$ cat config.mk
export PLATFORM = sky130hd
export DESIGN_NAME = vga_text_ctrl
export DESIGN_NICKNAME = d
export VERILOG_FILES = /design/src/rtl/vga_text_pkg.sv /design/src/rtl/vga_timing_gen.sv /design/src/rtl/vga_text_ctrl.sv
export SDC_FILE = /design/constraint.sdc
export NUM_CORES = 1
export LEC_CHECK = 0
export ABC_CLOCK_PERIOD_IN_PS = 7500
export CORE_MARGIN = 2
export CORE_UTILIZATION = 35
export DETAILED_ROUTE_END_ITERATION = 7
export DONT_BUFFER_PORTS = 1
export GPL_TIMING_DRIVEN = 0
export MAX_ROUTING_LAYER = met4
export PLACE_DENSITY = 0.47
export SETUP_SLACK_MARGIN = 0.3
export SYNTH_ARGS = -nofsm -noshare
export SYNTH_HDL_FRONTEND = slang
export SYNTH_SLANG_ARGS = --single-unit
$ cat constraint.sdc
create_clock -name clk -period 7.5 [get_ports clk]
set_input_delay 1.5 -clock clk [delete_from_list [all_inputs] [get_ports clk]]
set_output_delay 1.5 -clock clk [all_outputs]
set_load 0.005 [all_outputs]
$ cat src/rtl/vga_text_pkg.sv
// +--------------------------------------------------------------------+
// | vga_text_pkg : shared constants, types and attribute decode        |
// | Rev 1.0                                                            |
// +--------------------------------------------------------------------+
`default_nettype none

package vga_text_pkg;

   localparam int ATTR_BG_B = 0;
   localparam int ATTR_BG_G = 1;
   localparam int ATTR_BG_R = 2;
   localparam int ATTR_BG_I = 3;
   localparam int ATTR_FG_B = 4;
   localparam int ATTR_FG_G = 5;
   localparam int ATTR_FG_R = 6;
   localparam int ATTR_FG_I = 7;

   // 640x480@60 defaults
   localparam int DEF_H_ACTIVE = 640;
   localparam int DEF_H_FP     = 16;
   localparam int DEF_H_SYNC   = 96;
   localparam int DEF_H_BP     = 48;
   localparam int DEF_V_ACTIVE = 480;
   localparam int DEF_V_FP     = 10;
   localparam int DEF_V_SYNC   = 2;
   localparam int DEF_V_BP     = 33;

   localparam int PIPE_LATENCY     = 5;
   localparam int BLINK_FRAMES_DEF = 16;

   typedef struct packed {
      logic de;
      logic text;
      logic hs;
      logic vs;
      logic fs;
      logic cur;
   } pix_ctl_t;

   function automatic int width_of(input int n);
      return (n > 1) ? $clog2(n) : 1;
   endfunction

   // ch: 0 = red, 1 = green, 2 = blue; MSB carries the base bit, the rest base & intensity
   function automatic logic [15:0] attr_chan(input logic [7:0] attr, input logic fg,
                                             input int ch, input int bits);
      logic        base;
      logic        inten;
      logic [15:0] lvl;
      base  = fg ? attr[ATTR_FG_R - ch] : attr[ATTR_BG_R - ch];
      inten = fg ? attr[ATTR_FG_I] : attr[ATTR_BG_I];
      lvl   = '0;
      for (int i = 0; i < 16; i++) begin
         if (i == bits - 1)
            lvl[i] = base;
         else if (i < bits - 1)
            lvl[i] = base & inten;
      end
      return lvl;
   endfunction

endpackage

`default_nettype wire

$ cat src/rtl/vga_timing_gen.sv
// +--------------------------------------------------------------------+
// | vga_timing_gen : h/v counters, sync/active flags, cell sub-counters|
// | Rev 1.0                                                            |
// +--------------------------------------------------------------------+
`default_nettype none

module vga_timing_gen
   import vga_text_pkg::*;
#(
   parameter int H_ACTIVE = DEF_H_ACTIVE,
   parameter int H_FP     = DEF_H_FP,
   parameter int H_SYNC   = DEF_H_SYNC,
   parameter int H_BP     = DEF_H_BP,
   parameter int V_ACTIVE = DEF_V_ACTIVE,
   parameter int V_FP     = DEF_V_FP,
   parameter int V_SYNC   = DEF_V_SYNC,
   parameter int V_BP     = DEF_V_BP,
   parameter int CHAR_W   = 8,
   parameter int CHAR_H   = 16,
   parameter int COLS     = 80,
   parameter int ROWS     = 30,
   parameter int HCW      = 10,
   parameter int VCW      = 10,
   parameter int SXW      = 3,
   parameter int SYW      = 4
)(
   input  logic           clk,
   input  logic           rst_n,
   output logic           active,
   output logic           text_valid,
   output logic           hsync_act,
   output logic           vsync_act,
   output logic           frame_start,
   output logic [HCW-1:0] col,
   output logic [VCW-1:0] row,
   output logic [SXW-1:0] subx,
   output logic [SYW-1:0] suby
);

   localparam int H_TOTAL = H_ACTIVE + H_FP + H_SYNC + H_BP;
   localparam int V_TOTAL = V_ACTIVE + V_FP + V_SYNC + V_BP;

   logic [HCW-1:0] r_h;
   logic [VCW-1:0] r_v;
   logic [HCW-1:0] r_col;
   logic [VCW-1:0] r_row;
   logic [SXW-1:0] r_subx;
   logic [SYW-1:0] r_suby;

   // col/row advance alongside h/v so no divider is needed
   always_ff @(posedge clk) begin
      if (!rst_n) begin
         r_h    <= '0;
         r_v    <= '0;
         r_col  <= '0;
         r_row  <= '0;
         r_subx <= '0;
         r_suby <= '0;
      end else if (r_h == HCW'(H_TOTAL - 1)) begin
         r_h    <= '0;
         r_col  <= '0;
         r_subx <= '0;
         if (r_v == VCW'(V_TOTAL - 1)) begin
            r_v    <= '0;
            r_row  <= '0;
            r_suby <= '0;
         end else begin
            r_v <= r_v + 1'b1;
            if (r_suby == SYW'(CHAR_H - 1)) begin
               r_suby <= '0;
               r_row  <= r_row + 1'b1;
            end else begin
               r_suby <= r_suby + 1'b1;
            end
         end
      end else begin
         r_h <= r_h + 1'b1;
         if (r_subx == SXW'(CHAR_W - 1)) begin
            r_subx <= '0;
            r_col  <= r_col + 1'b1;
         end else begin
            r_subx <= r_subx + 1'b1;
         end
      end
   end

   assign active      = (r_h < HCW'(H_ACTIVE)) && (r_v < VCW'(V_ACTIVE));
   assign text_valid  = active && (r_col < HCW'(COLS)) && (r_row < VCW'(ROWS));
   assign hsync_act   = (r_h >= HCW'(H_ACTIVE + H_FP)) && (r_h < HCW'(H_ACTIVE + H_FP + H_SYNC));
   assign vsync_act   = (r_v >= VCW'(V_ACTIVE + V_FP)) && (r_v < VCW'(V_ACTIVE + V_FP + V_SYNC));
   assign frame_start = (r_h == '0) && (r_v == '0);
   assign col         = r_col;
   assign row         = r_row;
   assign subx        = r_subx;
   assign suby        = r_suby;

endmodule

`default_nettype wire

$ cat src/rtl/vga_text_ctrl.sv
// +--------------------------------------------------------------------+
// | vga_text_ctrl : text-mode VGA controller, 5-stage render pipeline  |
// | Optional blinking cursor: VGA_TEXT_CURSOR_EN       Rev 1.0         |
// +--------------------------------------------------------------------+
`default_nettype none

module vga_text_ctrl
   import vga_text_pkg::*;
#(
   parameter int   H_ACTIVE    = DEF_H_ACTIVE,
   parameter int   H_FP        = DEF_H_FP,
   parameter int   H_SYNC      = DEF_H_SYNC,
   parameter int   H_BP        = DEF_H_BP,
   parameter int   V_ACTIVE    = DEF_V_ACTIVE,
   parameter int   V_FP        = DEF_V_FP,
   parameter int   V_SYNC      = DEF_V_SYNC,
   parameter int   V_BP        = DEF_V_BP,
   parameter logic SYNC_POL    = 1'b0,
   parameter int   CHAR_W      = 8,
   parameter int   CHAR_H      = 16,
   parameter int   COLS        = 80,
   parameter int   ROWS        = 30,
   parameter int   CHAR_OFFSET = 32,
   parameter int   COLOR_BITS  = 4,
   parameter int   CELL_AW     = 12,
   parameter int   FONT_AW     = 11
)(
   input  logic                  clk,
   input  logic                  rst_n,
   output logic [CELL_AW-1:0]    cell_addr,
   input  logic [7:0]            cell_char,
   input  logic [7:0]            cell_attr,
   output logic [FONT_AW-1:0]    font_addr,
   input  logic [CHAR_W-1:0]     font_row,
   input  logic [6:0]            cursor_col,
   input  logic [4:0]            cursor_row,
   output logic [COLOR_BITS-1:0] r_o,
   output logic [COLOR_BITS-1:0] g_o,
   output logic [COLOR_BITS-1:0] b_o,
   output logic                  hsync_o,
   output logic                  vsync_o,
   output logic                  de_o,
   output logic                  frame_start_o
);

   localparam int H_TOTAL = H_ACTIVE + H_FP + H_SYNC + H_BP;
   localparam int V_TOTAL = V_ACTIVE + V_FP + V_SYNC + V_BP;
   localparam int HCW     = width_of(H_TOTAL);
   localparam int VCW     = width_of(V_TOTAL);
   localparam int SXW     = width_of(CHAR_W);
   localparam int SYW     = width_of(CHAR_H);
   localparam int NSTG    = PIPE_LATENCY - 1;

   logic           w_active, w_text, w_hs, w_vs, w_fs, w_cur_hit, w_pixel;
   logic [HCW-1:0] w_col;
   logic [VCW-1:0] w_row;
   logic [SXW-1:0] w_subx;
   logic [SYW-1:0] w_suby;
   logic [7:0]     w_code;
   pix_ctl_t       w_ctl0;

   vga_timing_gen #(
      .H_ACTIVE (H_ACTIVE), .H_FP (H_FP), .H_SYNC (H_SYNC), .H_BP (H_BP),
      .V_ACTIVE (V_ACTIVE), .V_FP (V_FP), .V_SYNC (V_SYNC), .V_BP (V_BP),
      .CHAR_W   (CHAR_W),   .CHAR_H (CHAR_H), .COLS (COLS), .ROWS (ROWS),
      .HCW      (HCW),      .VCW (VCW),       .SXW (SXW),   .SYW (SYW)
   ) u_timing (
      .clk         (clk),
      .rst_n       (rst_n),
      .active      (w_active),
      .text_valid  (w_text),
      .hsync_act   (w_hs),
      .vsync_act   (w_vs),
      .frame_start (w_fs),
      .col         (w_col),
      .row         (w_row),
      .subx        (w_subx),
      .suby        (w_suby)
   );

`ifdef VGA_TEXT_CURSOR_EN
   localparam int BLINK_FRAMES = BLINK_FRAMES_DEF;
   localparam int FCW          = width_of(BLINK_FRAMES + 1);

   logic [6:0]     r_cur_col;
   logic [4:0]     r_cur_row;
   logic [FCW-1:0] r_frame_cnt;
   logic           r_blink_off;

   // Counter runs 1..BLINK_FRAMES so the phase flips at the start of every BLINK_FRAMES-th frame
   always_ff @(posedge clk) begin
      if (!rst_n) begin
         r_cur_col   <= '0;
         r_cur_row   <= '0;
         r_frame_cnt <= '0;
         r_blink_off <= 1'b0;
      end else if (w_fs) begin
         r_cur_col <= cursor_col;
         r_cur_row <= cursor_row;
         if (r_frame_cnt == FCW'(BLINK_FRAMES)) begin
            r_frame_cnt <= FCW'(1);
            r_blink_off <= ~r_blink_off;
         end else begin
            r_frame_cnt <= r_frame_cnt + 1'b1;
         end
      end
   end

   assign w_cur_hit = !r_blink_off && (32'(w_col) == 32'(r_cur_col)) &&
                      (32'(w_row) == 32'(r_cur_row)) && (w_suby >= SYW'(CHAR_H - 2));
`else
   logic w_unused_cursor;
   assign w_unused_cursor = ^{cursor_col, cursor_row};
   assign w_cur_hit       = 1'b0;
`endif

   always_comb begin
      w_ctl0      = '0;
      w_ctl0.de   = w_active;
      w_ctl0.text = w_text;
      w_ctl0.hs   = w_hs;
      w_ctl0.vs   = w_vs;
      w_ctl0.fs   = w_fs;
      w_ctl0.cur  = w_cur_hit;
   end

   logic [CELL_AW-1:0]    r_cell_addr;
   logic [FONT_AW-1:0]    r_font_addr;
   pix_ctl_t              r_ctl  [NSTG];
   logic [SXW-1:0]        r_subx [NSTG];
   logic [SYW-1:0]        r_suby1, r_suby2;
   logic [7:0]            r_attr3, r_attr4;
   logic [COLOR_BITS-1:0] r_red, r_grn, r_blu;
   logic                  r_hsync, r_vsync, r_de, r_fstart;

   assign w_code  = cell_char - 8'(CHAR_OFFSET);
   assign w_pixel = font_row[r_subx[NSTG-1]] | r_ctl[NSTG-1].cur;

   // Stage k of r_ctl/r_subx holds the counter state from k+1 cycles ago
   always_ff @(posedge clk) begin
      if (!rst_n) begin
         r_cell_addr <= '0;
         r_font_addr <= '0;
         for (int i = 0; i < NSTG; i++) begin
            r_ctl[i]  <= '0;
            r_subx[i] <= '0;
         end
         r_suby1  <= '0;
         r_suby2  <= '0;
         r_attr3  <= '0;
         r_attr4  <= '0;
         r_red    <= '0;
         r_grn    <= '0;
         r_blu    <= '0;
         r_hsync  <= ~SYNC_POL;
         r_vsync  <= ~SYNC_POL;
         r_de     <= 1'b0;
         r_fstart <= 1'b0;
      end else begin
         r_cell_addr <= w_text ? CELL_AW'(32'(w_row) * 32'(COLS) + 32'(w_col)) : '0;
         r_ctl[0]    <= w_ctl0;
         r_subx[0]   <= w_subx;
         for (int i = 1; i < NSTG; i++) begin
            r_ctl[i]  <= r_ctl[i-1];
            r_subx[i] <= r_subx[i-1];
         end
         r_suby1     <= w_suby;
         r_suby2     <= r_suby1;
         r_font_addr <= FONT_AW'(32'(w_code) * 32'(CHAR_H) + 32'(r_suby2));
         r_attr3     <= cell_attr;
         r_attr4     <= r_attr3;

         r_de     <= r_ctl[NSTG-1].de;
         r_fstart <= r_ctl[NSTG-1].fs;
         r_hsync  <= r_ctl[NSTG-1].hs ? SYNC_POL : ~SYNC_POL;
         r_vsync  <= r_ctl[NSTG-1].vs ? SYNC_POL : ~SYNC_POL;
         if (r_ctl[NSTG-1].text) begin
            r_red <= COLOR_BITS'(attr_chan(r_attr4, w_pixel, 0, COLOR_BITS));
            r_grn <= COLOR_BITS'(attr_chan(r_attr4, w_pixel, 1, COLOR_BITS));
            r_blu <= COLOR_BITS'(attr_chan(r_attr4, w_pixel, 2, COLOR_BITS));
         end else begin
            r_red <= '0;
            r_grn <= '0;
            r_blu <= '0;
         end
      end
   end

   assign cell_addr     = r_cell_addr;
   assign font_addr     = r_font_addr;
   assign r_o           = r_red;
   assign g_o           = r_grn;
   assign b_o           = r_blu;
   assign hsync_o       = r_hsync;
   assign vsync_o       = r_vsync;
   assign de_o          = r_de;
   assign frame_start_o = r_fstart;

endmodule

`default_nettype wire

-- Word level (Yosys, flattened, before mapping)
Memory sizes are Yosys's and may differ from the RTL's.
Cells that the tools add are included.
- magnitude comparators: 9
- bitwise gates (word level): 13
- eq/ne operators: 4
- reduce and logical (&&, ||, !) cells: 14
- muxes and demuxes: 23
- add/subtract/negate cells: 9
- multiply operators: 1
- operator list (cell ; count):
    10-bit by 1-bit adder with 10-bit output, second input constant ; 4
    10-bit 2-to-1 mux ; 3
    6-bit 2-to-1 mux ; 4
    10-bit == test, second input constant ; 2
    10-bit zero test ; 2
    10-bit less-than comparator, second input constant ; 2
    10-bit by 9-bit less-than comparator with 1-bit output, second input constant ; 2
    12-bit by 10-bit adder with 12-bit output ; 1
    3-bit 2-to-1 mux ; 4
    11-bit by 4-bit adder with 11-bit output ; 1
    10-bit >= comparator, second input constant ; 1
    10-bit by 9-bit >= comparator with 1-bit output, second input constant ; 1
    10-bit by 5-bit less-than comparator with 1-bit output, second input constant ; 1
    10-bit by 7-bit less-than comparator with 1-bit output, second input constant ; 1
    10-bit by 3-bit multiplier with 8-bit output, second input constant ; 1
    1-bit 2-to-1 mux ; 9
    1-bit bitwise OR ; 9
    4-bit 2-to-1 mux ; 2
    7-bit by 6-bit subtractor with 7-bit output, second input constant ; 1
    1-bit logical AND ; 6
    2-bit AND reduction ; 3
    4-bit by 1-bit adder with 4-bit output, second input constant ; 1
    4-bit == test, second input constant ; 1
    3-bit by 4-bit less-than comparator with 1-bit output, second input constant ; 1
    other kinds (8) ; 10
- word-level logic and storage cells: 94
- input port bits: 38
- memories kept: 2
- RAM bits: 36
- flip-flop bits (word level): 110
- memories (name ; depth ; bits a word ; read ports ; clocked after memory_dff ; wr ports ; line ; text):
    r_ctl ; 4 ; 6 ; 4 ; 0 ; 4 ; vga_text_ctrl.sv:129 ; pix_ctl_t r_ctl [NSTG];
    r_subx ; 4 ; 3 ; 4 ; 0 ; 4 ; vga_text_ctrl.sv:130 ; logic [SXW-1:0] r_subx [NSTG];

-- Logic depth before layout (Yosys ltp)
An unclocked memory read counts as a cell.
- word-level depth: 6
- mapped depth: 9
- gate-level depth less buffers: 9

-- Modules after synthesis
From an unflattened synthesis, not the netlist that was laid out.
- cells, all modules: 538
- area, all modules: 5308.8 um2
- by module, submodules not included (module ; area an instance (um2) ; cells an instance ; seq. area each (um2) ; instances):
    vga_text_ctrl ; 2994.1 ; 259 ; 1781.7 ; 1
    vga_timing_gen ; 2314.7 ; 279 ; 940.9 ; 1

-- Worst setup path after synthesis
No wires, ideal clock.
- path kind: in2reg
- start: input port font_row[5]
- end: register r_blu[3] (netlist: b_o[3])
- stages on the path: 4
- library setup time: 0.118 ns
- data arrival time: 2.736 ns
- slack: 4.645 ns
- path through: mux4_1 -> mux2i_1 -> mux2i_1 -> nor2_1
- longest elaborated chain between the ends: 4
- ends and longest elaborated chain (item ; line ; text):
    start, declared ; vga_text_ctrl.sv:34 ; input logic [CHAR_W-1:0] font_row,
    1-bit binary-select mux with 3-bit select ; vga_text_ctrl.sv:137 ; assign w_pixel = font_row[r_subx[NSTG-1]] | r_ctl[NSTG-1].cur;
    1-bit 2-to-1 mux (not written as such) ; vga_text_ctrl.sv:137 ;
    1-bit bitwise OR ; vga_text_ctrl.sv:137 ;
    1-bit 2-to-1 mux ; vga_text_pkg.sv:50 ; base = fg ? attr[ATTR_FG_R - ch] : attr[ATTR_BG_R - ch];
    end signal, assigned ; vga_text_ctrl.sv:180 ; r_blu <= COLOR_BITS'(attr_chan(r_attr4, w_pixel, 2, COLOR_BITS));
    end, declared ; vga_text_ctrl.sv:133 ; logic [COLOR_BITS-1:0] r_red, r_grn, r_blu;
Every way passes these cells. The select of a mux whose other input is x is not followed.
A chain may end at the register's enable or synchronous reset.

-- Worst setup path in the final report
- start: input port font_row[5]
- end: register r_grn[3] (netlist: g_o[3])
- longest elaborated chain between the ends: 4
- ends and longest elaborated chain (item ; line ; text):
    1-bit binary-select mux with 3-bit select ; vga_text_ctrl.sv:137 ;
    1-bit 2-to-1 mux (not written as such) ; vga_text_ctrl.sv:137 ;
    1-bit bitwise OR ; vga_text_ctrl.sv:137 ;
    1-bit 2-to-1 mux ; vga_text_pkg.sv:50 ;
    end signal, assigned ; vga_text_ctrl.sv:179 ; r_grn <= COLOR_BITS'(attr_chan(r_attr4, w_pixel, 1, COLOR_BITS));
    end, declared ; vga_text_ctrl.sv:133 ;
Every way passes these cells. The select of a mux whose other input is x is not followed.

==> impl_metrics.csv <==
group,metric,value,unit
cts,cts.path.max_buffers,2,
detailed_routing,vias,3414,
sta,fmax,0.373,GHz
cts,post_cts_buffers,0,
worst_hold_path,hp-class,"flop to flop",
sta,finClkSkew,0.00985,ns
synthesis,yosysUniqueCellTypes,52,
worst_hold_path,hold_path_end,"hsync_o",
placement,place_hpwl,6590,um
global_route,grt_pass1_wl,16300,um
die,start_util,35.9,%
detailed_routing,avgViaCountPerCell,4.73,
power,switching_share,20.9,%
die,rows,44,
detailed_routing,finalWirelength,9370,um
detailed_routing,dr.pass1.iters,4,
die,die-height,126,um
placement,place.gp.congestion,0.771,
global_route,overflow,0,
power,p_clk_share,52.6,%
critical_path,setup.worst_path.class,"primary input to flop",
synthesis,synth_flop_cell,"dfxtp_1",
cells_and_area,final_cell_mix,"136 x dfxtp_1, 70 x and2_1, 52 x nor2_1, 25 x ha_1, 24 x xor2_1",
cts,cts.sinks,136,
sta,timing.final.crit_share,35.7,%
critical_path,reg2reg_slack,4.83,ns
critical_path,r2r_end,"cell_addr[10]",
synthesis,synthCells,506,
cells_and_area,nets,590,
sta,period_minus_slack,2.68,ns
sta,fin_setup_tns,0,ns
cts,cts_tree,"built",
sta,worst_pin_slew,0.798,ns
worst_hold_path,holdPathStages,1,
synthesis,syn_area,5230,um^2
detailed_routing,wire_per_inst,13.0,um
synthesis,syn_nets,571,
synthesis,avgSynthCellArea,10.3,um^2
sta,final_hold_viol_count,0,
power,p_switching,0.000341,W
global_route,grt_usage,13.2,%
cells_and_area,instances_no_fill,722,
placement,port_buffers,0,
cells_and_area,syn2layout_area_growth,16.2,%
sta,fin_ws,4.82,ns
die,die-width,126,um
detailed_routing,drt_iter0_markers,172,
cts,cts_root_buf,"clkbuf_16",
die,die_area,15900,um^2
sta,rsz0062_at_grt,"no",
cells_and_area,final_common_cell,"dfxtp_1",
placement,dp_cells,690,
cts,holdBufCountCts,0,
power,peakVddDrop,0.152,mV
sta,setup_viol,0,
critical_path,crit_fanout,9,
critical_path,rr_worst_depth,9,
sta,fin_hold_ws,0.362,ns
global_route,grt_max_degree,17,
die,core-area,14600,um^2
global_route,grt_antenna_before_repair,0,
sta,slew_headroom,45.3,%
power,combPwrFrac,1.9,%
critical_path,end_kind,"flop",
critical_path,cp.arrival,2.98,ns
synthesis,synth_edf_count,0,
synthesis,synthArstFlopShare,0,%
placement,pre_cts_ws,4.37,ns
cts,cts_resized,0,
cts,clk_latency,0.41,ns
synthesis,yosysWarnings,0,
cts,clkTransAtPathRegs,0.06,ns
power,p_seq_share,45.4,%
cts,numCtsBuffers,17,
critical_path,rr_startpoint,"u_timing.row[3]",
synthesis,ys_seq_area_share,52.0,%
synthesis,yosys_register_bits,136,
critical_path,required,7.80,ns
power,p_int,0.00129,W
cells_and_area,drive_gt1_share,9.67,%
critical_path,cp-start-kind,"primary input",
worst_hold_path,hp-start,"r_ctl[3][3]",
run_status,status,"finished, final reports clean",
detailed_routing,ant_nets,0,
global_route,first_global_vias,3370,
sta,maxSlewViolCount,0,
flow_run,cap_violations,0,
cells_and_area,n_antenna_cell,0,
power,powerDensity,269,nW/um^2
power,p_leak,2.46,nW
detailed_routing,drc,0,
die,io-pin-count,77,
cts,ctsHtreeMaxLevel,4,
-- worst max-delay path, stage by stage --
cell,delay [ns]
mux4_1,0.48
mux2i_1,0.65
mux2i_1,0.29
nor2_1,0.06
-- synth_stat cells (9+ instances only) --
cell type	n	area, um^2
clkbuf_1	9	33.8
dfxtp_1	136	2720
xnor2_1	15	131
and2_1	70	438
nand3_1	18	90.1
xor2_1	24	210
nand4_1	10	62.6
inv_1	12	45.0
nor2_1	52	195
ha_1	25	313
a21oi_1	14	70.1
nand2_1	21	78.8
-- registers in the layout, indices dropped and copies added (netlist names), 4 cells and up --
| signal | cells |
|---|---|
| font_addr | 11 |
| r_attr4 | 8 |
| r_subx | 12 |
| r_ctl | 20 |
| u_timing.r_v | 10 |
| u_timing.r_h | 10 |
| u_timing.row | 10 |
| r_suby2 | 4 |
| r_suby1 | 4 |
| cell_addr | 12 |
| u_timing.suby | 4 |
| u_timing.col | 10 |
| r_attr3 | 8 |
-- layout make-up --
type | count | area [um^2]
sequential | 136 | 2720
clock buffer | 19 | 453
tap | 184 | 230
clock inverter | 13 | 166
multi-input combinational | 336 | 2340
inverter | 13 | 48.8
fill | 1404 | 8510
buffer | 21 | 116
-- power by group through the flow --
stage	Combinational (W)	Sequential [W]	Clock, W
finish	0.0000311	0.000743	0.000861
global route	0.0000369	0.000744	0.000919
CTS	0.0000325	0.000743	0.000883
detailed placement	0.0000324	0.000759	0
global placement	0.0000318	0.000759	0
floorplan	0.0000238	0.000757	0
-- metrics by stage --
stage | cell area, um^2 | total power [W] | util, %
2_1_floorplan | 5230 | 0.000781 | -
5_1_grt | 6080 | 0.00170 | 41.7
3_3_place_gp | 5460 | 0.000790 | 37.4
6_report | 6080 | 0.00163 | 41.7
4_1_cts | 6080 | 0.00166 | 41.7
3_5_place_dp | 5460 | 0.000791 | 37.4
-- cells by family (layout without fill, tap and decap cells) --
group | count (synthesis) | count (layout) | share of synthesized area [%]
mux | 7 | 7 | 1.96
xor+xnor | 39 | 39 | 6.53
buf+inv | 34 | 66 | 3.16
simple gates | 218 | 218 | 23.3
compound gates | 45 | 45 | 6.24
flops | 136 | 136 | 52.0
fa+ha+maj | 27 | 27 | 6.74
-- routing by layer --
metal / GRT usage (%) / part of all wire (%) / up-vias
li1: - / - / 1747
met1: 16.1 / 48 / 1582
met2: 20.4 / 47 / 76
met3: 4.38 / 4.9 / 9
met4: 4.85 / 0.91 / 0
met5: - / 0 / -
-- worst max-delay path by stage --
| stage | slack, ns | endpoint | start |
|---|---|---|---|
| after floorplan | 4.65 | b_o[3] | font_row[5] |
| after global placement | 4.43 | r_o[3] | font_row[5] |
| after detailed placement | 4.37 | g_o[3] | font_row[5] |
| after CTS | 4.82 | g_o[3] | font_row[5] |
| after global routing | 4.70 | g_o[3] | font_row[5] |
| final | 4.82 | g_o[3] | font_row[5] |
(Power assumes the default switching activity.)
